`config.mk`:
```
export PLATFORM = sky130hd
export DESIGN_NAME = nmi_slave_demux
export DESIGN_NICKNAME = d
export VERILOG_FILES = /design/src/rtl/nmi_slave_demux.sv
export SDC_FILE = /design/constraint.sdc
export NUM_CORES = 1
export LEC_CHECK = 0
export ABC_CLOCK_PERIOD_IN_PS = 6600
export BUFFER_PORTS_ARGS = -buffer_cell sky130_fd_sc_hd__buf_2
export CAP_MARGIN = 25
export CORE_AREA = 2 2 132 134
export DETAILED_ROUTE_END_ITERATION = 10
export DIE_AREA = 0 0 134 136
export PLACE_DENSITY = 0.69
export SLEW_MARGIN = 0
export SYNTH_ARGS = -nofsm -noshare
export SYNTH_HDL_FRONTEND = slang
export SYNTH_SLANG_ARGS = --single-unit
```
`constraint.sdc`:
```
create_clock -name clk_i -period 6.6 [get_ports clk_i]
set_input_delay 0.99 -clock clk_i [delete_from_list [all_inputs] [get_ports clk_i]]
set_output_delay 0.99 -clock clk_i [all_outputs]
set_load 0.01 [all_outputs]
```
`src/rtl/nmi_slave_demux.sv`:
```
// Registered 1-to-N demultiplexer on the native memory interface.
// Steers each master transaction to one decoded slave; misses and timeouts get ERR_RDATA.
module nmi_slave_demux #(
   parameter int unsigned               SLV_NUM     = 4,
   parameter logic [SLV_NUM*32-1:0]     SLV_BASE    = {32'h4000_0000, 32'h3000_0000,
                                                       32'h1000_0000, 32'h0000_0000},
   parameter logic [SLV_NUM*32-1:0]     SLV_MASK    = {4{32'hF000_0000}},
   parameter int unsigned               TIMEOUT_CYC = 255,
   parameter logic [31:0]               ERR_RDATA   = 32'hDEAD_BEEF
) (
   input  logic                  clk_i,
   input  logic                  rst_i,
   input  logic                  m_valid_i,
   input  logic [31:0]           m_addr_i,
   input  logic [31:0]           m_wdata_i,
   input  logic [3:0]            m_wstrb_i,
   output logic                  m_ready_o,
   output logic [31:0]           m_rdata_o,
   output logic [SLV_NUM-1:0]    s_valid_o,
   output logic [31:0]           s_addr_o,
   output logic [31:0]           s_wdata_o,
   output logic [3:0]            s_wstrb_o,
   input  logic [SLV_NUM-1:0]    s_ready_i,
   input  logic [SLV_NUM*32-1:0] s_rdata_i,
   input  logic                  err_clr_i,
   output logic                  err_o,
   output logic [31:0]           err_addr_o
);

   localparam int SEL_W = (SLV_NUM > 1) ? $clog2(SLV_NUM) : 1;
   localparam int CNT_W = $clog2(TIMEOUT_CYC + 1);
   localparam logic [CNT_W-1:0] CNT_LAST = CNT_W'(TIMEOUT_CYC - 1);

   typedef enum logic [1:0] {
      ST_IDLE,
      ST_REQ,
      ST_RESP,
      ST_ERR
   } state_e;

   state_e             state_q,    state_d;
   logic [CNT_W-1:0]   cnt_q,      cnt_d;
   logic [SEL_W-1:0]   sel_q,      sel_d;
   logic [SLV_NUM-1:0] s_valid_q,  s_valid_d;
   logic [31:0]        s_addr_q,   s_addr_d;
   logic [31:0]        s_wdata_q,  s_wdata_d;
   logic [3:0]         s_wstrb_q,  s_wstrb_d;
   logic               m_ready_q,  m_ready_d;
   logic [31:0]        m_rdata_q,  m_rdata_d;
   logic               err_q,      err_d;
   logic [31:0]        err_addr_q, err_addr_d;

   logic               hit;
   logic [SEL_W-1:0]   hit_idx;
   logic               sel_ready;
   logic [31:0]        sel_rdata;

   // Scanning from the top down lets the lowest-indexed hitting slave win.
   always_comb begin
      hit     = 1'b0;
      hit_idx = '0;
      for (int i = int'(SLV_NUM) - 1; i >= 0; i--) begin
         if ((m_addr_i & SLV_MASK[i*32 +: 32]) == SLV_BASE[i*32 +: 32]) begin
            hit     = 1'b1;
            hit_idx = SEL_W'(i);
         end
      end
   end

   always_comb begin
      sel_ready = 1'b0;
      sel_rdata = '0;
      for (int i = 0; i < int'(SLV_NUM); i++) begin
         if (sel_q == SEL_W'(i)) begin
            sel_ready = s_ready_i[i];
            sel_rdata = s_rdata_i[i*32 +: 32];
         end
      end
   end

   // NOTE: every _d gets a default first so no path through the case infers a latch.
   always_comb begin
      state_d    = state_q;
      cnt_d      = cnt_q;
      sel_d      = sel_q;
      s_valid_d  = '0;
      s_addr_d   = s_addr_q;
      s_wdata_d  = s_wdata_q;
      s_wstrb_d  = s_wstrb_q;
      m_ready_d  = 1'b0;
      m_rdata_d  = m_rdata_q;
      err_d      = err_q & ~err_clr_i;
      err_addr_d = err_addr_q;

      unique case (state_q)
         ST_IDLE: begin
            if (m_valid_i) begin
               if (hit) begin
                  state_d            = ST_REQ;
                  sel_d              = hit_idx;
                  cnt_d              = '0;
                  s_addr_d           = m_addr_i;
                  s_wdata_d          = m_wdata_i;
                  s_wstrb_d          = m_wstrb_i;
                  s_valid_d[hit_idx] = 1'b1;
               end else begin
                  state_d   = ST_ERR;
                  m_ready_d = 1'b1;
                  m_rdata_d = ERR_RDATA;
               end
            end
         end

         ST_REQ: begin
            // Ready in the final counted cycle takes precedence over the timeout.
            if (sel_ready) begin
               state_d   = ST_RESP;
               m_ready_d = 1'b1;
               m_rdata_d = sel_rdata;
            end else if (cnt_q == CNT_LAST) begin
               state_d    = ST_RESP;
               m_ready_d  = 1'b1;
               m_rdata_d  = ERR_RDATA;
               err_d      = 1'b1;
               err_addr_d = s_addr_q;
            end else begin
               cnt_d     = cnt_q + 1'b1;
               s_valid_d = s_valid_q;
            end
         end

         ST_RESP: begin
            state_d = ST_IDLE;
         end

         ST_ERR: begin
            // The master still holds its address while it sees m_ready_o.
            state_d    = ST_IDLE;
            err_d      = 1'b1;
            err_addr_d = m_addr_i;
         end

         default: begin
            state_d = ST_IDLE;
         end
      endcase
   end

   // NOTE: sequential state uses non-blocking assignments only, so all flops update together.
   always_ff @(posedge clk_i) begin
      if (rst_i) begin
         state_q    <= ST_IDLE;
         cnt_q      <= '0;
         sel_q      <= '0;
         s_valid_q  <= '0;
         s_addr_q   <= '0;
         s_wdata_q  <= '0;
         s_wstrb_q  <= '0;
         m_ready_q  <= 1'b0;
         m_rdata_q  <= '0;
         err_q      <= 1'b0;
         err_addr_q <= '0;
      end else begin
         state_q    <= state_d;
         cnt_q      <= cnt_d;
         sel_q      <= sel_d;
         s_valid_q  <= s_valid_d;
         s_addr_q   <= s_addr_d;
         s_wdata_q  <= s_wdata_d;
         s_wstrb_q  <= s_wstrb_d;
         m_ready_q  <= m_ready_d;
         m_rdata_q  <= m_rdata_d;
         err_q      <= err_d;
         err_addr_q <= err_addr_d;
      end
   end

   assign m_ready_o  = m_ready_q;
   assign m_rdata_o  = m_rdata_q;
   assign s_valid_o  = s_valid_q;
   assign s_addr_o   = s_addr_q;
   assign s_wdata_o  = s_wdata_q;
   assign s_wstrb_o  = s_wstrb_q;
   assign err_o      = err_q;
   assign err_addr_o = err_addr_q;

endmodule

```
==> flow_summary_export.csv, run 1 <==
group,metric,value,unit
synth,syn_nets,872,
drt,drc,0,
sta,report.final.slew_viol_count,0,
sta,min_period,2.802,ns
synth,syn_area_per_cell,9.461,um2
synth,yosys_warnings,0,
global_route,groute.usage.overall,22.35,%
hold_path,min_from,"s_wdata_o[29]$_SDFFE_PP0P_",
flow_run,drv_cap,0,
synth,synth_area_leaders,"dfxtp_1 (48%), mux4_2 (12%), o221a_2 (9.7%)",
global_route,grt_antenna_before_repair,0,
floorplan,fp-row-count,48,
sta,maxSlewHeadroom,38.12,%
synth,ys_seq_area_share,47.66,%
worst_setup_path,worst_path_max_delay_cell,"mux4_2",
synth,synth_seq_cells,150,
sta,timing.final.crit_share,42.46,%
clock_network,cts_hold_buf,0,
place,hpwl,15000,um
place,io_buffers,341,
finish,seqCellArea,3004,um2
worst_setup_path,crit_arrival,3.11,ns
worst_setup_path,path_cells,"buf_4 -> mux4_2 -> nand2_1 -> buf_4 -> o211ai_1 -> buf_4 -> o221a_2",
global_route,grt_pass1_vias,6159,
floorplan,initial_core_util,37.34,%
worst_setup_path,timing.rr.start,"sel_q[0]$_SDFFE_PP0P_",
drt,wl_per_cell,17.06,um
clock_network,cts_sinks,150,
drt,vias,6234,
drt,postRouteAntennaNets,0,
hold_path,min_to,"s_wdata_o[29]$_SDFFE_PP0P_",
clock_network,clock_latency,0.42,ns
synth,ys_types,41,
clock_network,cts.path.max_buffers,2,
synth,yosysTopAreaCellShare,47.66,%
clock_network,cts_setup_buffers,0,
synth,synth_edf_count,0,
clock_network,numCtsBuffers,17,
floorplan,die_width,134,um
worst_setup_path,rrSetupSlack,3.80,ns
sta,clock_skew,0.007087,ns
global_route,grt_max_degree,89,
worst_setup_path,max_stage_delay,0.68,ns
sta,setup_viol_count_final,0,
finish,area_growth_syn_to_layout,39.57,%
worst_setup_path,cp-start-kind,"register",
finish,final_nets,1185,
floorplan,die_area,18220,um2
clock_network,htree_levels,4,
worst_setup_path,path_common_cell,"buf_4",
floorplan,io_pins,342,
clock_network,cts_root_buf,"clkbuf_16",
worst_setup_path,regToRegEndpoint,"m_rdata_o[19]$_SDFFE_PP0P_",
worst_setup_path,endpoint_kind,"register",
drt,drt_iter0_markers,357,
sta,finalHoldViolations,0,
place,routabilityCongestion,0.7722,
synth,synthArstFlopShare,0,%
drt,drt_pass1_iterations,4,
sta,setup_tns,0,ns
pwr,p_leak,3.964,nW
finish,nFillCells,1616,
finish,final_util,52.11,%
worst_setup_path,crit_type,"register to register",
floorplan,die_y,136,um
hold_path,hold_class,"register to register",
pwr,powerDensity,264.1,nW/um2
worst_setup_path,r2r_cells,7,
global_route,grt_pass1_wl,31990,um
drt,via_per_inst,5.122,
clock_network,cts_resized,0,
pwr,ir_drop,0.0001621,V
run_status,status,"complete, no violations",
synth,synth_cells,666,
worst_setup_path,path_max_fanout,34,
finish,multi_input_area,3047,um2
synth,ys.flop_type,"dfxtp_1",
sta,max_clock_freq,356.9,MHz
finish,antenna_cells,0,
clock_network,cts_tree,"yes",
drt,drt-total-wl,20770,um
synth,yosys.area.top_type,"dfxtp_1",
floorplan,coreArea,16880,um2
worst_setup_path,cp.required,6.91,ns
hold_path,hold_depth,2,
sta,rsz0062_at_grt,"no",
finish,drive_above_1_share,48.08,%
synth,synth_area,6301,um2
global_route,grt_overflow,0,
clock_network,path_clk_slew,0.06,ns
sta,tightest_slew,0.9282,ns
-- worst max path at each step --
stage	from	end	slack, ns
2_1_floorplan	s_ready_i[3]	cnt_q[5]$_SDFFE_PP0P_	4.03
3_3_place_gp	m_valid_i	cnt_q[1]$_SDFFE_PP0P_	3.42
3_5_place_dp	m_valid_i	cnt_q[1]$_SDFFE_PP0P_	3.37
4_1_cts	sel_q[0]$_SDFFE_PP0P_	m_rdata_o[28]$_SDFFE_PP0P_	3.78
5_1_grt	sel_q[0]$_SDFFE_PP0P_	m_rdata_o[28]$_SDFFE_PP0P_	3.58
6_report	sel_q[0]$_SDFFE_PP0P_	m_rdata_o[19]$_SDFFE_PP0P_	3.80
-- stage by stage --
stage               std cells  area, um2  total power, mW  worst slack, ns  hold slack (ns)
detailed placement       1184       8143            1.287            3.375           0.4430
finish                   1217       8795            2.322            3.798           0.4500
global route             1217       8795            2.419            3.576           0.4737
global placement         1183       8128            1.282            3.415           0.4388
floorplan                 666       6301            1.145            4.028           0.4606
CTS                      1216       8790            2.352            3.777           0.4519
-- cell usage in the layout, fill, tap and decap left out, drive strengths merged, types with 5 or more instances in the layout --
| cell | instances |
|---|---|
| clkbuf | 20 |
| nand3 | 5 |
| o22ai | 8 |
| o221a | 55 |
| a21oi | 77 |
| mux4 | 33 |
| nand2 | 159 |
| buf | 351 |
| nor2 | 64 |
| inv | 9 |
| dfxtp | 150 |
-- cell families (layout without fill, tap and decap cells) --
| logic type | after synthesis | count (layout) | share of synthesized area, % |
|---|---|---|---|
| XOR/XNOR | 1 | 1 | 0.1390 |
| AO/OA/AOI/OAI | 161 | 161 | 19.20 |
| flip-flops | 150 | 150 | 47.66 |
| adder cells (fa/ha/maj) | 2 | 2 | 0.3971 |
| multiplexers | 34 | 34 | 11.97 |
| AND/OR/NAND/NOR | 255 | 255 | 16.54 |
| buffers and inverters | 63 | 389 | 4.090 |
-- worst max-delay path: cells and delay by family, from the launching register on --
| kind | cells | cell delay [ns] |
|---|---|---|
| DFF | 1 | 0.31 |
| AOI/OAI and AO/OA | 2 | 0.46 |
| muxes | 1 | 0.68 |
| and+or+nand+nor | 1 | 0.11 |
| buffers and inverters | 3 | 1.11 |
-- synthesized netlist by cell type, drive strengths merged (3+ instances only) --
cell / n
or3: 3
o22ai: 8
nand4: 4
buf: 10
nand2: 159
mux4: 33
o221a: 55
dfxtp: 150
nand3: 5
a31oi: 3
nor2b: 4
o31ai: 3
o21ai: 4
inv: 5
or4: 3
a21oi: 77
and2: 3
clkbuf: 48
nor2: 64
-- state kept, by name, summed over array words and instances, names as in the netlist --
name,flops
s_addr_o,32
s_wstrb_o,4
err_o,1
s_wdata_o,32
err_addr_o,32
sel_q,2
state_q,2
m_ready_o,1
cnt_q,8
s_valid_o,4
m_rdata_o,32
-- metal layers --
metal  global-route usage [%]  vias up  share of wire [%]  wire, um
met5                        0        -                  0         0
met2                    37.78      259                 49     10150
li1                         -     3023                  -         -
met4                    8.629        0                2.4       501
met3                    7.793       36                7.9      1634
met1                    26.13     2916                 41      8486
-- where the power goes --
group / total, mW / leakage, nW / internal [mW] / switching [mW]
sequential: 0.975 / 1.22 / 0.950 / 0.0250
clock: 1.06 / 0.309 / 0.660 / 0.397
combinational: 0.291 / 2.43 / 0.141 / 0.150
total: 2.32 / 3.96 / 1.75 / 0.572
-- layout make-up --
| cell class | count | share of cell area [%] |
|---|---|---|
| multi-input combinational | 453 | 34.64 |
| sequential | 150 | 34.16 |
| timing repair buffer | 352 | 20.43 |
| clock buffer | 19 | 5.150 |
| tap | 225 | 3.201 |
| clock inverter | 13 | 2.205 |
| inverter | 5 | 0.2134 |
(Power assumes the default switching activity.)
==> run 2, diff against run 1 <==
ABC_AREA = 1   (was default)
ABC_CLOCK_PERIOD_IN_PS = 2710   (was 6600)
CORE_AREA = 2 2 134 136   (was 2 2 132 134)
DIE_AREA = 0 0 136 138   (was 0 0 134 136)
PLACE_DENSITY = 0.71   (was 0.69)
clock period = 2.71 ns   (was 6.6 ns; I/O delays follow)
==> run 2 against run 1 <==
  * Non-clock buffer count rose by 6
  * Routed wire length up 13%
  * Total power increased to 2.6 times the previous value
  * Core utilization increased by 1.5 points
  * Combinational power grew to 3.9 times the previous value
  * Final area up 6.8%
  * Final cell count increased by 26%
  * Register-to-register slack got worse by 3.3 ns
  * Sequential power grew to 2.6 times the previous value
==> flow_summary_export.csv, run 2 <==
group,metric,value,unit
run_status,status,"complete, no violations",
hold_path,min_from,"s_rdata_i[117]",
worst_setup_path,max_stage_delay,0.59,ns
clock_network,cts_hold_buf,0,
clock_network,cts_tree,"yes",
pwr,p_int,4.169,mW
sta,clock_skew,0.01310,ns
synth,ys.flop_type,"dfxtp_1",
worst_setup_path,cp.required,3.07,ns
place,io_buffers,341,
worst_setup_path,path_max_fanout,47,
finish,final_nets,1493,
sta,max_clock_freq,448.7,MHz
synth,synthSimpleGateAreaFrac,31.90,%
clock_network,cts_sinks,150,
drt,drt_iter0_markers,450,
sta,min_period,2.229,ns
sta,setup_viol_count_final,0,
worst_setup_path,worst_path_max_delay_cell,"dfxtp_1",
drt,drt-total-wl,23420,um
drt,wl_per_cell,15.32,um
global_route,grt_overflow,0,
finish,drive_above_1_share,33.62,%
drt,postRouteAntennaNets,0,
global_route,groute.usage.overall,24.62,%
synth,muxShareOfSynthArea,4.727,%
clock_network,htree_levels,4,
drt,vias,7731,
worst_setup_path,crit_type,"register to register",
worst_setup_path,r2r_cells,9,
synth,synthArstFlopShare,0,%
synth,synth_seq_cells,150,
worst_setup_path,path_common_cell,"nand2_2",
sta,maxSlewHeadroom,55.75,%
synth,synth_area,6908,um2
floorplan,initial_core_util,39.40,%
worst_setup_path,endpoint_kind,"register",
hold_path,min_to,"m_rdata_o[21]$_SDFFE_PP0P_",
sta,tightest_slew,0.6622,ns
worst_setup_path,crit_arrival,2.59,ns
synth,syn_area_per_cell,7.092,um2
synth,synth-xor-area-share,0,%
synth,syn_nets,1180,
pwr,combPwrFrac,18.9,%
finish,antenna_cells,0,
clock_network,clock_latency,0.43,ns
sta,report.final.slew_viol_count,0,
finish,final_util,53.57,%
synth,netlist_top_cells_count,"nor2_1 (198), nand2_1 (163), dfxtp_1 (150)",
worst_setup_path,timing.rr.start,"sel_q[1]$_SDFFE_PP0P_",
clock_network,cts_root_buf,"clkbuf_16",
drt,drc,0,
synth,yosysTopAreaCellShare,43.47,%
worst_setup_path,cpLargestDelayFamily,"buffers and inverters",
floorplan,die_area,18770,um2
finish,final_cells,1529,
synth,synth_top_family_by_area,"simple AND/OR/NAND/NOR gates",
global_route,grt_antenna_before_repair,1,
pwr,power.switching,1.811,mW
synth,synth_compound_area_share,13.24,%
pwr,p_seq_share,41.6,%
sta,rsz0062_at_grt,"no",
clock_network,cts_setup_buffers,0,
global_route,grt_pass1_wl,36920,um
flow_run,drv_cap,0,
hold_path,hold_depth,3,
finish,final_common_cell,"buf_2",
pwr,swShare,30.29,%
floorplan,fp-row-count,49,
worst_setup_path,regToRegEndpoint,"err_addr_o[19]$_SDFFE_PP0P_",
synth,synth_cells,974,
sta,setup_tns,0,ns
pwr,powerDensity,636.6,nW/um2
worst_setup_path,path_cells,"nand2_2 -> inv_2 -> nand2_1 -> nand2_2 -> nand2_4 -> inv_4 -> buf_4 -> nor3_1 -> nor2_1",
floorplan,io_pins,342,
finish,area_growth_syn_to_layout,35.99,%
sta,fin_hold_ws,0.2077,ns
drt,via_per_inst,5.056,
synth,ys_seq_area_share,43.47,%
synth,ys_types,29,
global_route,grt_max_degree,106,
synth,synth_area_leaders,"dfxtp_1 (43%), nor2_1 (11%), nand2_1 (8.9%)",
place,dp.cells,1497,
synth,yosys.area.top_type,"dfxtp_1",
place,hpwl,16830,um
worst_setup_path,rrSetupSlack,0.48,ns
pwr,ir_drop,0.0004369,V
synth,yosys_warnings,0,
floorplan,die_width,136,um
synth,synth_fa_ha_area_share,0.3623,%
finish,layout_common_cells,"buf_2 (341), nor2_1 (198), nand2_1 (162)",
clock_network,cts.path.max_buffers,2,
place,routabilityCongestion,0.8928,
global_route,grt_pass1_vias,7333,
sta,finalHoldViolations,0,
clock_network,path_clk_slew,0.07,ns
clock_network,cts_resized,0,
hold_path,hold_class,"input pin to register",
synth,synth_edf_count,0,
worst_setup_path,cp-start-kind,"register",
sta,timing.final.crit_share,82.24,%
floorplan,coreArea,17530,um2
synth,synth_most_common_cell,"nor2_1",
pwr,p_leak,4.694,nW
clock_network,numCtsBuffers,17,
floorplan,die_y,138,um
drt,drt_pass1_iterations,5,
pwr,pwr-share-clk,39.5,%
worst_setup_path,cp.buffers_inverters,3,
[run 2: changes by cell type after synthesis, sizes merged, moves of 33 or more]
cell	before	now
mux4	33	0
o221a	55	0
nand3	5	83
a21oi	77	30
nor2	64	201
inv	5	40
o21ai	4	134
[run 2: cells by family after synthesis]
logic type               Yosys count
adder cells (fa/ha/maj)            2
AO/OA/AOI/OAI                    176
multiplexers                      29
buffers and inverters            104
AND/OR/NAND/NOR                  513
flip-flops                       150
[run 2: through the flow]
step / setup slack [ns] / power, mW / instance area, um2
after floorplan: 1.137 / 3.176 / 6908
after global placement: 0.5438 / 3.648 / 8807
after detailed placement: 0.4756 / 3.663 / 8807
after CTS: 0.4627 / 6.029 / 9394
after global routing: 0.2191 / 6.264 / 9394
final: 0.4814 / 5.980 / 9394
[run 2: metal layers]
metal | vias up | global-route usage (%) | share of wire, %
met5 | - | 0 | 0.056
met4 | 2 | 11.51 | 3.8
met3 | 52 | 6.014 | 7.9
met2 | 340 | 42.08 | 48
met1 | 3481 | 28.73 | 40
li1 | 3856 | - | -
[run 2: worst max path at each step]
| stage | from | end | cells after the start |
|---|---|---|---|
| finish | sel_q[1]$_SDFFE_PP0P_ | err_addr_o[19]$_SDFFE_PP0P_ | 9 |
| floorplan | state_q[1]$_SDFFE_PP0P_ | err_addr_o[11]$_SDFFE_PP0P_ | 5 |
| CTS | sel_q[1]$_SDFFE_PP0P_ | err_addr_o[19]$_SDFFE_PP0P_ | 9 |
| global placement | sel_q[1]$_SDFFE_PP0P_ | err_addr_o[16]$_SDFFE_PP0P_ | 9 |
| detailed placement | sel_q[1]$_SDFFE_PP0P_ | err_addr_o[17]$_SDFFE_PP0P_ | 9 |
| global route | sel_q[1]$_SDFFE_PP0P_ | err_addr_o[8]$_SDFFE_PP0P_ | 9 |
[run 2: area by class of cell]
| class | count | area (um2) |
|---|---|---|
| clock buffer | 17 | 425.4 |
| clock inverter | 15 | 161.4 |
| fill | 1714 | 8140 |
| inverter | 40 | 153.9 |
| multi-input combinational | 720 | 3480 |
| sequential | 150 | 3003 |
| tap | 229 | 286.5 |
| timing repair buffer | 358 | 1884 |
[run 2: power groups by stage]
stage	Clock [mW]	Combinational [mW]	Sequential, mW
6_report	2.36	1.13	2.49
5_1_grt	2.49	1.27	2.51
4_1_cts	2.41	1.14	2.49
3_5_place_dp	0	1.13	2.53
3_3_place_gp	0	1.12	2.53
2_1_floorplan	0	0.577	2.60
[run 2: worst min-delay path: stages]
cell	delay [ns]
buf_2	0.08
a211oi_1	0.05
nor2_1	0.07
